File: src/rtl/psr_pkg.sv
// Shared types for the parameterised shift register: operation codes and FSM states.
package psr_pkg;

    typedef enum logic [2:0] {
        OP_NOP   = 3'b000,
        OP_CLEAR = 3'b001,
        OP_LOAD  = 3'b010,
        OP_INC   = 3'b011,
        OP_SHL   = 3'b100,
        OP_SHR   = 3'b101,
        OP_ROL   = 3'b110,
        OP_ROR   = 3'b111
    } op_e;

    typedef enum logic {
        ST_IDLE = 1'b0,
        ST_RUN  = 1'b1
    } state_e;

endpackage

File: src/rtl/psr_if.sv
// Operation request / result bundle between a requester (master) and the shift register (slave).
interface psr_if #(
    parameter int WIDTH   = 8,
    parameter int SHAMT_W = $clog2(WIDTH)
);
    logic [WIDTH-1:0]   data_in;
    logic [2:0]         op;
    logic [SHAMT_W-1:0] shamt;
    logic               op_valid;
    logic               op_ready;
    logic [WIDTH-1:0]   data_out;
    logic               done;

    modport master (
        output data_in, op, shamt, op_valid,
        input  op_ready, data_out, done
    );

    modport slave (
        input  data_in, op, shamt, op_valid,
        output op_ready, data_out, done
    );
endinterface

File: src/rtl/psr_step_unit.sv
// Single-bit-position step for SHL/SHR/ROL/ROR; other op codes pass data through.
module psr_step_unit
    import psr_pkg::*;
#(
    parameter int WIDTH = 8
) (
    input  logic [WIDTH-1:0] data,
    input  op_e              op,
    output logic [WIDTH-1:0] result
);

    // One-position shift or rotate of the current register value
    always_comb begin
        result = data;
        case (op)
            OP_SHL:  result = {data[WIDTH-2:0], 1'b0};
            OP_SHR:  result = {1'b0, data[WIDTH-1:1]};
            OP_ROL:  result = {data[WIDTH-2:0], data[WIDTH-1]};
            OP_ROR:  result = {data[0], data[WIDTH-1:1]};
            default: result = data;
        endcase
    end

endmodule

File: src/rtl/param_shift_register.sv
// Parameterised shift/rotate register with a multi-cycle step FSM.
// Optional parity output enabled by defining PSR_PARITY_EN.
module param_shift_register
    import psr_pkg::*;
#(
    parameter int WIDTH   = 8,
    parameter int SHAMT_W = $clog2(WIDTH)
) (
    input  logic       clk,
    input  logic       rst,
    psr_if.slave       bus
`ifdef PSR_PARITY_EN
    ,
    output logic       parity_out
`endif
);

    state_e             state_r, state_next_s;
    logic [SHAMT_W-1:0] remain_r, remain_next_s;
    logic [WIDTH-1:0]   data_r, data_next_s;
    logic               done_r, done_next_s;
    op_e                run_op_r, run_op_next_s;
    op_e                step_op_s;
    op_e                req_op_s;
    logic [WIDTH-1:0]   step_result_s;

    assign req_op_s     = op_e'(bus.op);
    assign bus.op_ready = (state_r == ST_IDLE);
    assign bus.data_out = data_r;
    assign bus.done     = done_r;

`ifdef PSR_PARITY_EN
    function automatic logic calc_parity(input logic [WIDTH-1:0] value);
        return ^value;
    endfunction

    assign parity_out = calc_parity(data_r);
`endif

    psr_step_unit #(.WIDTH(WIDTH)) u_step (
        .data   (data_r),
        .op     (step_op_s),
        .result (step_result_s)
    );

    // Next-state, next-data and completion decode
    always_comb begin
        state_next_s  = state_r;
        remain_next_s = remain_r;
        data_next_s   = data_r;
        done_next_s   = 1'b0;
        run_op_next_s = run_op_r;
        step_op_s     = run_op_r;
        case (state_r)
            ST_IDLE: begin
                step_op_s = req_op_s;
                if (bus.op_valid) begin
                    case (req_op_s)
                        OP_NOP: begin
                            done_next_s = 1'b1;
                        end
                        OP_CLEAR: begin
                            data_next_s = {WIDTH{1'b0}};
                            done_next_s = 1'b1;
                        end
                        OP_LOAD: begin
                            data_next_s = bus.data_in;
                            done_next_s = 1'b1;
                        end
                        OP_INC: begin
                            data_next_s = data_r + {{(WIDTH-1){1'b0}}, 1'b1};
                            done_next_s = 1'b1;
                        end
                        default: begin
                            // Shift family: first step lands on the acceptance edge
                            if (bus.shamt == {SHAMT_W{1'b0}}) begin
                                done_next_s = 1'b1;
                            end else if (bus.shamt == {{(SHAMT_W-1){1'b0}}, 1'b1}) begin
                                data_next_s = step_result_s;
                                done_next_s = 1'b1;
                            end else begin
                                data_next_s   = step_result_s;
                                state_next_s  = ST_RUN;
                                remain_next_s = bus.shamt - {{(SHAMT_W-1){1'b0}}, 1'b1};
                                run_op_next_s = req_op_s;
                            end
                        end
                    endcase
                end else begin
                    done_next_s = 1'b0;
                end
            end
            ST_RUN: begin
                data_next_s = step_result_s;
                if (remain_r == {{(SHAMT_W-1){1'b0}}, 1'b1}) begin
                    state_next_s  = ST_IDLE;
                    remain_next_s = {SHAMT_W{1'b0}};
                    done_next_s   = 1'b1;
                end else begin
                    remain_next_s = remain_r - {{(SHAMT_W-1){1'b0}}, 1'b1};
                end
            end
            default: begin
                state_next_s  = ST_IDLE;
                remain_next_s = {SHAMT_W{1'b0}};
            end
        endcase
    end

    // State, counter, data and done registers with synchronous reset
    always_ff @(posedge clk) begin
        if (rst) begin
            state_r  <= ST_IDLE;
            remain_r <= {SHAMT_W{1'b0}};
            data_r   <= {WIDTH{1'b0}};
            done_r   <= 1'b0;
            run_op_r <= OP_NOP;
        end else begin
            state_r  <= state_next_s;
            remain_r <= remain_next_s;
            data_r   <= data_next_s;
            done_r   <= done_next_s;
            run_op_r <= run_op_next_s;
        end
    end

endmodule

File: src/flat_wrapper.sv
// flat-port wrapper written by rule: the top's interface ports become plain ports
module param_shift_register_flat import psr_pkg::*;
#(
    parameter int WIDTH   = 8,
    parameter int SHAMT_W = $clog2(WIDTH)
)
  (clk, rst, bus_data_in, bus_op, bus_shamt, bus_op_valid, bus_op_ready, bus_data_out, bus_done);
  psr_if #(.WIDTH(WIDTH), .SHAMT_W(SHAMT_W)) bus_i ();
  input  logic clk;
  input  logic rst;
  input wire logic [$bits(bus_i.data_in)-1:0] bus_data_in;
  input wire logic [$bits(bus_i.op)-1:0] bus_op;
  input wire logic [$bits(bus_i.shamt)-1:0] bus_shamt;
  input wire logic [$bits(bus_i.op_valid)-1:0] bus_op_valid;
  output wire logic [$bits(bus_i.op_ready)-1:0] bus_op_ready;
  output wire logic [$bits(bus_i.data_out)-1:0] bus_data_out;
  output wire logic [$bits(bus_i.done)-1:0] bus_done;
  assign bus_i.data_in = bus_data_in;
  assign bus_i.op = bus_op;
  assign bus_i.shamt = bus_shamt;
  assign bus_i.op_valid = bus_op_valid;
  assign bus_op_ready = bus_i.op_ready;
  assign bus_data_out = bus_i.data_out;
  assign bus_done = bus_i.done;
  param_shift_register #(.WIDTH(WIDTH), .SHAMT_W(SHAMT_W)) u_core (.clk(clk), .rst(rst), .bus(bus_i));
endmodule
File: config.mk
export PLATFORM = sky130hd
export DESIGN_NAME = param_shift_register_flat
export DESIGN_NICKNAME = d
export VERILOG_FILES = /design/src/rtl/psr_pkg.sv /design/src/rtl/psr_if.sv /design/src/rtl/psr_step_unit.sv /design/src/rtl/param_shift_register.sv /design/src/flat_wrapper.sv
export SDC_FILE = /design/constraint.sdc
export NUM_CORES = 1
export LEC_CHECK = 0
export CORE_ASPECT_RATIO = 1.5
export CORE_MARGIN = 10
export CORE_UTILIZATION = 57
export CTS_BUF_LIST = sky130_fd_sc_hd__clkbuf_4
export CTS_CLUSTER_SIZE = 40
export DETAILED_ROUTE_END_ITERATION = 8
export PLACE_DENSITY = 0.87
export SLEW_MARGIN = 20
export SYNTH_ARGS = -nofsm -noshare
export SYNTH_HDL_FRONTEND = slang
export SYNTH_SLANG_ARGS = --single-unit
File: constraint.sdc
create_clock -name clk -period 3.7 [get_ports clk]
set_input_delay 0.74 -clock clk [delete_from_list [all_inputs] [get_ports clk]]
set_output_delay 0.74 -clock clk [all_outputs]
set_load 0.01 [all_outputs]
==> results of run 1 <==
## metrics by stage
step                      instances  util, %
final                           200     69.8
after CTS                       200     69.8
after global placement          196     68.7
after global routing            200     69.8
after detailed placement        196     68.7
after floorplan                 154        -
## sequential cells by signal, summed over array words and instances, names as in the netlist
name and cells:
u_core.bus.done 1, u_core.bus.data_out 8, u_core.run_op_r 3, u_core.remain_r 3, u_core.state_r 1
## cells by family after synthesis
| family | Yosys count |
|---|---|
| compound gates | 47 |
| xor+xnor | 2 |
| fa+ha+maj | 6 |
| buf+inv | 19 |
| flops | 16 |
| mux | 10 |
| simple gates | 54 |
## worst register-to-register path: cells and delay by family, from the launching register on
family	cells	cell delay [ns]
AO/OA/AOI/OAI	2	0.27
flip-flops	1	0.75
multiplexers	2	1.36
## area by class of cell
class	count	area share [%]
Clock buffer	3	1.46
Clock inverter	1	0.244
Inverter	11	2.76
Multi-Input combinational cell	119	55.5
Sequential cell	16	20.8
Tap cell	23	1.87
Timing Repair Buffer	27	17.4
## worst max-delay path by stage
stage,endpoint
3_5_place_dp,u_core.bus.data_out[3]$_SDFFE_PP0P_
5_1_grt,u_core.bus.data_out[3]$_SDFFE_PP0P_
2_1_floorplan,u_core.bus.data_out[5]$_SDFFE_PP0P_
4_1_cts,u_core.bus.data_out[3]$_SDFFE_PP0P_
3_3_place_gp,u_core.bus.data_out[5]$_SDFFE_PP0P_
6_report,u_core.bus.data_out[3]$_SDFFE_PP0P_
## metal layers
metal | part of all wire [%] | GRT usage, %
met1 | 36 | 16.3
met2 | 54 | 29.5
met3 | 7.2 | 4.35
met4 | 2.5 | 7.60
met5 | 0 | 0
## report_power, final
group	internal [W]	switching [W]
Clock	0.0000394	0.0000664
Combinational	0.0000800	0.0000751
Sequential	0.000188	0.0000260
Total	0.000308	0.000167
## synthesized netlist by cell type, drive strengths merged, types with 3 or more instances
cell type / n
o211ai: 3
clkbuf: 5
a2111oi: 3
a21oi: 12
mux2i: 6
nor3: 4
mux2: 4
nor3b: 4
ha: 6
inv: 10
buf: 3
dfxtp: 16
o21ai: 9
nand3: 7
o221ai: 3
nor2b: 7
nand2: 8
a211oi: 4
nor2: 11
==> results.md, run 1 <==
* Status: finished clean
* Synth Area in Compound Gates at 27.3%
* FF+latch area at 320 sq um
* CP Data Arrival Time at 2.81 ns
* Largest family of logic cells by synthesized area: compound AO/OA/AOI/OAI gates
* Clk_skew at 0.00216 ns
* Post-Syn Area at 1290 sq um
* Routed WL at 3.64 mm
* Most common cell after layout, fill and taps aside: clkdlybuf4s50_1
* Simple-Gate Fraction of Synth Area at 23.6%
* CP startpoint: bus_shamt[0]
* Clk_lat worst skew at 0.30 ns
* Worst r2r src: u_core.state_r$_SDFF_PP0_
* Die Span X at 58.9 um
* HP Start: u_core.run_op_r[2]$_SDFFE_PP0P_
* Setup TNS at 0 ns
* # diodes at 0
* Critical path's top delay family: compound AO/OA/AOI/OAI gates
* CTS Sinks at 16
* CTS tree: yes
* Core ar. at 2210 sq um
* Drc violations at 0
* # hold bufs at CTS at 0
* CP max FO at 8
* CTS Buffer Depth at 2
* Vias at 1300
* Slew HR at 28.2%
* Port Buffers at 26
* CP Launch Type: input port
* Dpl cell area at 1520 sq um
* Dpl ws at 0.762 ns
* Worst R2R End: u_core.bus.data_out[1]$_SDFFE_PP0P_
* Vias in the first global route at 1294
* Avg Synthesized Cell Area at 8.40 sq um
* Post-synth EDFFs at 0
* Async S/R FF share, synth at 0%
* Top FF cell, synth: dfxtp_1
* Post-route cell area at 1540 sq um
* Synth Warn # at 0
* Lkg Pwr at 0.579 nW
* Period utilization at 70.8%
* Global-route wire length before repair at 6.09 mm
* # rows at 21
* Total CTS buffers at 3
* Die ar. at 4610 sq um
* RSZ-0062 raised after global routing: false
* Post-synthesis adder-cell area fraction at 5.80%
* Io pins at 27
* Slowest cell on crit path: o41ai_4
* # fillers at 198
* Hold path cells at 2
* Register area share after synthesis at 24.8%
* H-tree Lvls at 1
* Synth Instances at 154
* Share of cells above drive strength 1 at 10.7%
* F_max at 0.382 GHz
* HP Class: flop to flop
* DP HPWL at 2.81 mm
* Cells on worst reg2reg path at 4
* Critical Path Stages at 7
* CTS root buffer: clkbuf_4
* CP endpoint kind: flop
* Total power at 0.000475 W
* Top cell type by total area after synthesis: dfxtp_1
* Worst Hold End: u_core.run_op_r[2]$_SDFFE_PP0P_
* Area Overhead vs Synth at 19.1%
* Critical-path cell list: clkdlybuf4s50_1 > inv_1 > ha_1 > and3b_4 > o41ai_4 > a21oi_1 > a2111oi_1
* Min setup slack post-route at 1.08 ns
* Slew Limit Fails at 0
* Cts repair resizes at 0
* Multi-input logic area at 856 sq um
* Initial antenna violation count at 0
* Pre-antenna DRT Iters at 4
* Synth cell types at 45
* Max incr delay on CP at 0.55 ns
* # nets final at 201
* Most frequent cells in the layout: clkdlybuf4s50_1, dfxtp_1, a21oi_1
* R2R Setup Slk at 1.18 ns
* Starting Density at 58.6%
* Area share of the largest cell type after synthesis at 24.8%
* XOR/XNOR share of the synthesized area at 1.35%
* Detailed Route Iter0 Violations at 59
* Setup CP Type: input port to flop
* GPL Wtd Cong at 0.905
* Post-CTS Setup Bufs at 0
* Clock transition at the registers of the reported paths at 0.11 ns
* Routed len/inst at 18.2 um
* Period minus WS final at 2.62 ns
* PD cells at 308 nW/um^2
* Synth area leaders: dfxtp_1, ha_1, a21oi_1, mux2i_1, mux2_2
* Grt total ovfl at 0
* Peak VDD IR at 0.000281 V
* Setup violators final at 0
* Final Hold Fails at 0
* Worst-Margin Slew at 1.05 ns
* Register bit total from synthesis at 16
* Critical path required time at 3.89 ns
* Via/cell ratio at 6.50
* Max_cap viols at 0
* Bufs and invs on worst path at 2
* Mapped Nets at 177
* Overall Global Routing Usage at 16.3%
* WHS at 0.495 ns
* Chip height at 78.4 um
* Mux cell area share after synthesis at 8.12%
* Pin count of the biggest net entering global routing at 17
* Remaining antenna violation count at 0
(Power assumes the default switching activity.)
==> run 2: changes to the inputs <==
CORE_UTILIZATION = 53   (was 57)
PLACE_DENSITY = 0.81   (was 0.87)
clock period = 2.6 ns   (was 3.7 ns; I/O delays follow)
==> results.md, run 2 (synthesized netlist as in run 1, its figures left out) <==
* Status: finished clean
* Detailed Route Iter0 Violations at 31
* Vias at 1279
* Setup CP Type: input port to flop
* Largest register FFs at 8
* CP Launch Type: input port
* DP HPWL at 2.79 mm
* Critical path required time at 2.80 ns
* Clk_skew at 0.00302 ns
* # rows at 21
* Die ar. at 4860 sq um
* GPL Wtd Cong at 0.885
* Slew HR at 57.2%
* Pre-antenna DRT Iters at 5
* Cells on worst reg2reg path at 5
* WHS at 0.479 ns
* # diodes at 0
* Pin count of the biggest net entering global routing at 17
* RSZ-0062 raised after global routing: false
* Max_cap viols at 0
* PD cells at 432 nW/um^2
* GRT met3 Usage at 3.94%
* Global-route met1 utilization at 15.4%
* CTS Buffer Depth at 2
* Routed len/inst at 17.3 um
* # nets final at 206
* Setup violators final at 0
* Met2 Use GR at 28.0%
* Final Hold Fails at 0
* Most common cell after layout, fill and taps aside: clkdlybuf4s50_1
* CTS Sinks at 16
* Total CTS buffers at 3
* Port Buffers at 26
* Overall Global Routing Usage at 15.5%
* GR peak layer: met2
* Lkg Pwr at 0.604 nW
* Hold path cells at 2
* Vias in the first global route at 1347
* # fillers at 201
* Slew Limit Fails at 0
* CP Data Arrival Time at 2.53 ns
* Io pins at 27
* H-tree Lvls at 1
* Core ar. at 2290 sq um
* Die Span X at 60.3 um
* Sequential share of power at 44.5%
* Chip height at 80.5 um
* Area Overhead vs Synth at 22.0%
* CTS root buffer: clkbuf_4
* Via/cell ratio at 6.24
* Logic pwr share at 34.1%
* Clk pwr share at 21.5%
* Internal Power at 0.000445 W
* Min setup slack post-route at 0.269 ns
* CTS tree: yes
* Switching power at 0.000237 W
* Starting Density at 56.6%
* HP Class: flop to flop
* F_max at 0.429 GHz
* Dpl ws at 0.0250 ns
* Share of cells above drive strength 1 at 13.2%
* Cts repair resizes at 0
* Most frequent cells in the layout: clkdlybuf4s50_1, dfxtp_1, a21oi_1
* Peak VDD IR at 0.000427 V
* Global-route wire length before repair at 6.04 mm
* Clk_lat worst skew at 0.30 ns
* CP max FO at 5
* Period utilization at 89.6%
* Routed WL at 3.54 mm
* Sw Ratio at 34.8%
* Period minus WS final at 2.33 ns
* Worst-Margin Slew at 0.640 ns
* # hold bufs at CTS at 0
* CP endpoint kind: flop
* Setup TNS at 0 ns
* Drc violations at 0
* Grt total ovfl at 0
* Remaining antenna violation count at 0
* Post-CTS Setup Bufs at 0
* Clock transition at the registers of the reported paths at 0.11 ns
* Initial antenna violation count at 0
## run 2: routing by layer
layer	routed length, um	vias up
li1	-	625
met1	1360	595
met2	1840	43
met3	202	16
met4	133	0
met5	0	-
## run 2: layout make-up
cell class | count | area [sq um] | area share, %
Inverter | 11 | 42.5 | 2.69
Sequential cell | 16 | 320 | 20.3
Multi-Input combinational cell | 119 | 856 | 54.2
Timing Repair Buffer | 32 | 305 | 19.3
Clock inverter | 1 | 3.75 | 0.238
Clock buffer | 3 | 22.5 | 1.43
Tap cell | 23 | 28.8 | 1.82
## run 2: power groups by stage
stage / Combinational (W) / Sequential (W) / Clock (W)
2_1_floorplan: 0.000143 / 0.000300 / 0
3_3_place_gp: 0.000224 / 0.000307 / 0
3_5_place_dp: 0.000231 / 0.000308 / 0
4_1_cts: 0.000232 / 0.000302 / 0.000144
5_1_grt: 0.000256 / 0.000306 / 0.000157
6_report: 0.000232 / 0.000303 / 0.000146
## run 2: final timing paths
check / start / endpoint / slack (ns)
worst min-delay path: u_core.run_op_r[2]$_SDFFE_PP0P_ / u_core.run_op_r[2]$_SDFFE_PP0P_ / 0.48
worst max-delay path: bus_shamt[0] / u_core.bus.data_out[5]$_SDFFE_PP0P_ / 0.27
worst max register to register: u_core.state_r$_SDFF_PP0_ / u_core.bus.data_out[1]$_SDFFE_PP0P_ / 0.79
worst min register to register: u_core.run_op_r[2]$_SDFFE_PP0P_ / u_core.run_op_r[2]$_SDFFE_PP0P_ / 0.48
## run 2: critical path, cell delays in order
cell	delay [ns]
clkdlybuf4s50_1	0.52
inv_1	0.08
ha_1	0.22
and3b_4	0.19
o41ai_4	0.50
a21oi_1	0.16
a2111oi_2	0.34
## run 2: through the flow
step,utilization (%),instances,power [W],cell area (sq um)
after global placement,67.9,201,0.000532,1550
after floorplan,-,154,0.000443,1290
after global routing,69.1,205,0.000720,1580
final,69.1,205,0.000682,1580
after CTS,69.1,205,0.000678,1580
after detailed placement,67.9,201,0.000539,1550
==> run 3: changes to the inputs <==
CAP_MARGIN = 0   (was not set)
==> results of run 3 <==
Final layout, timing and power as in run 2 (identical DEF).
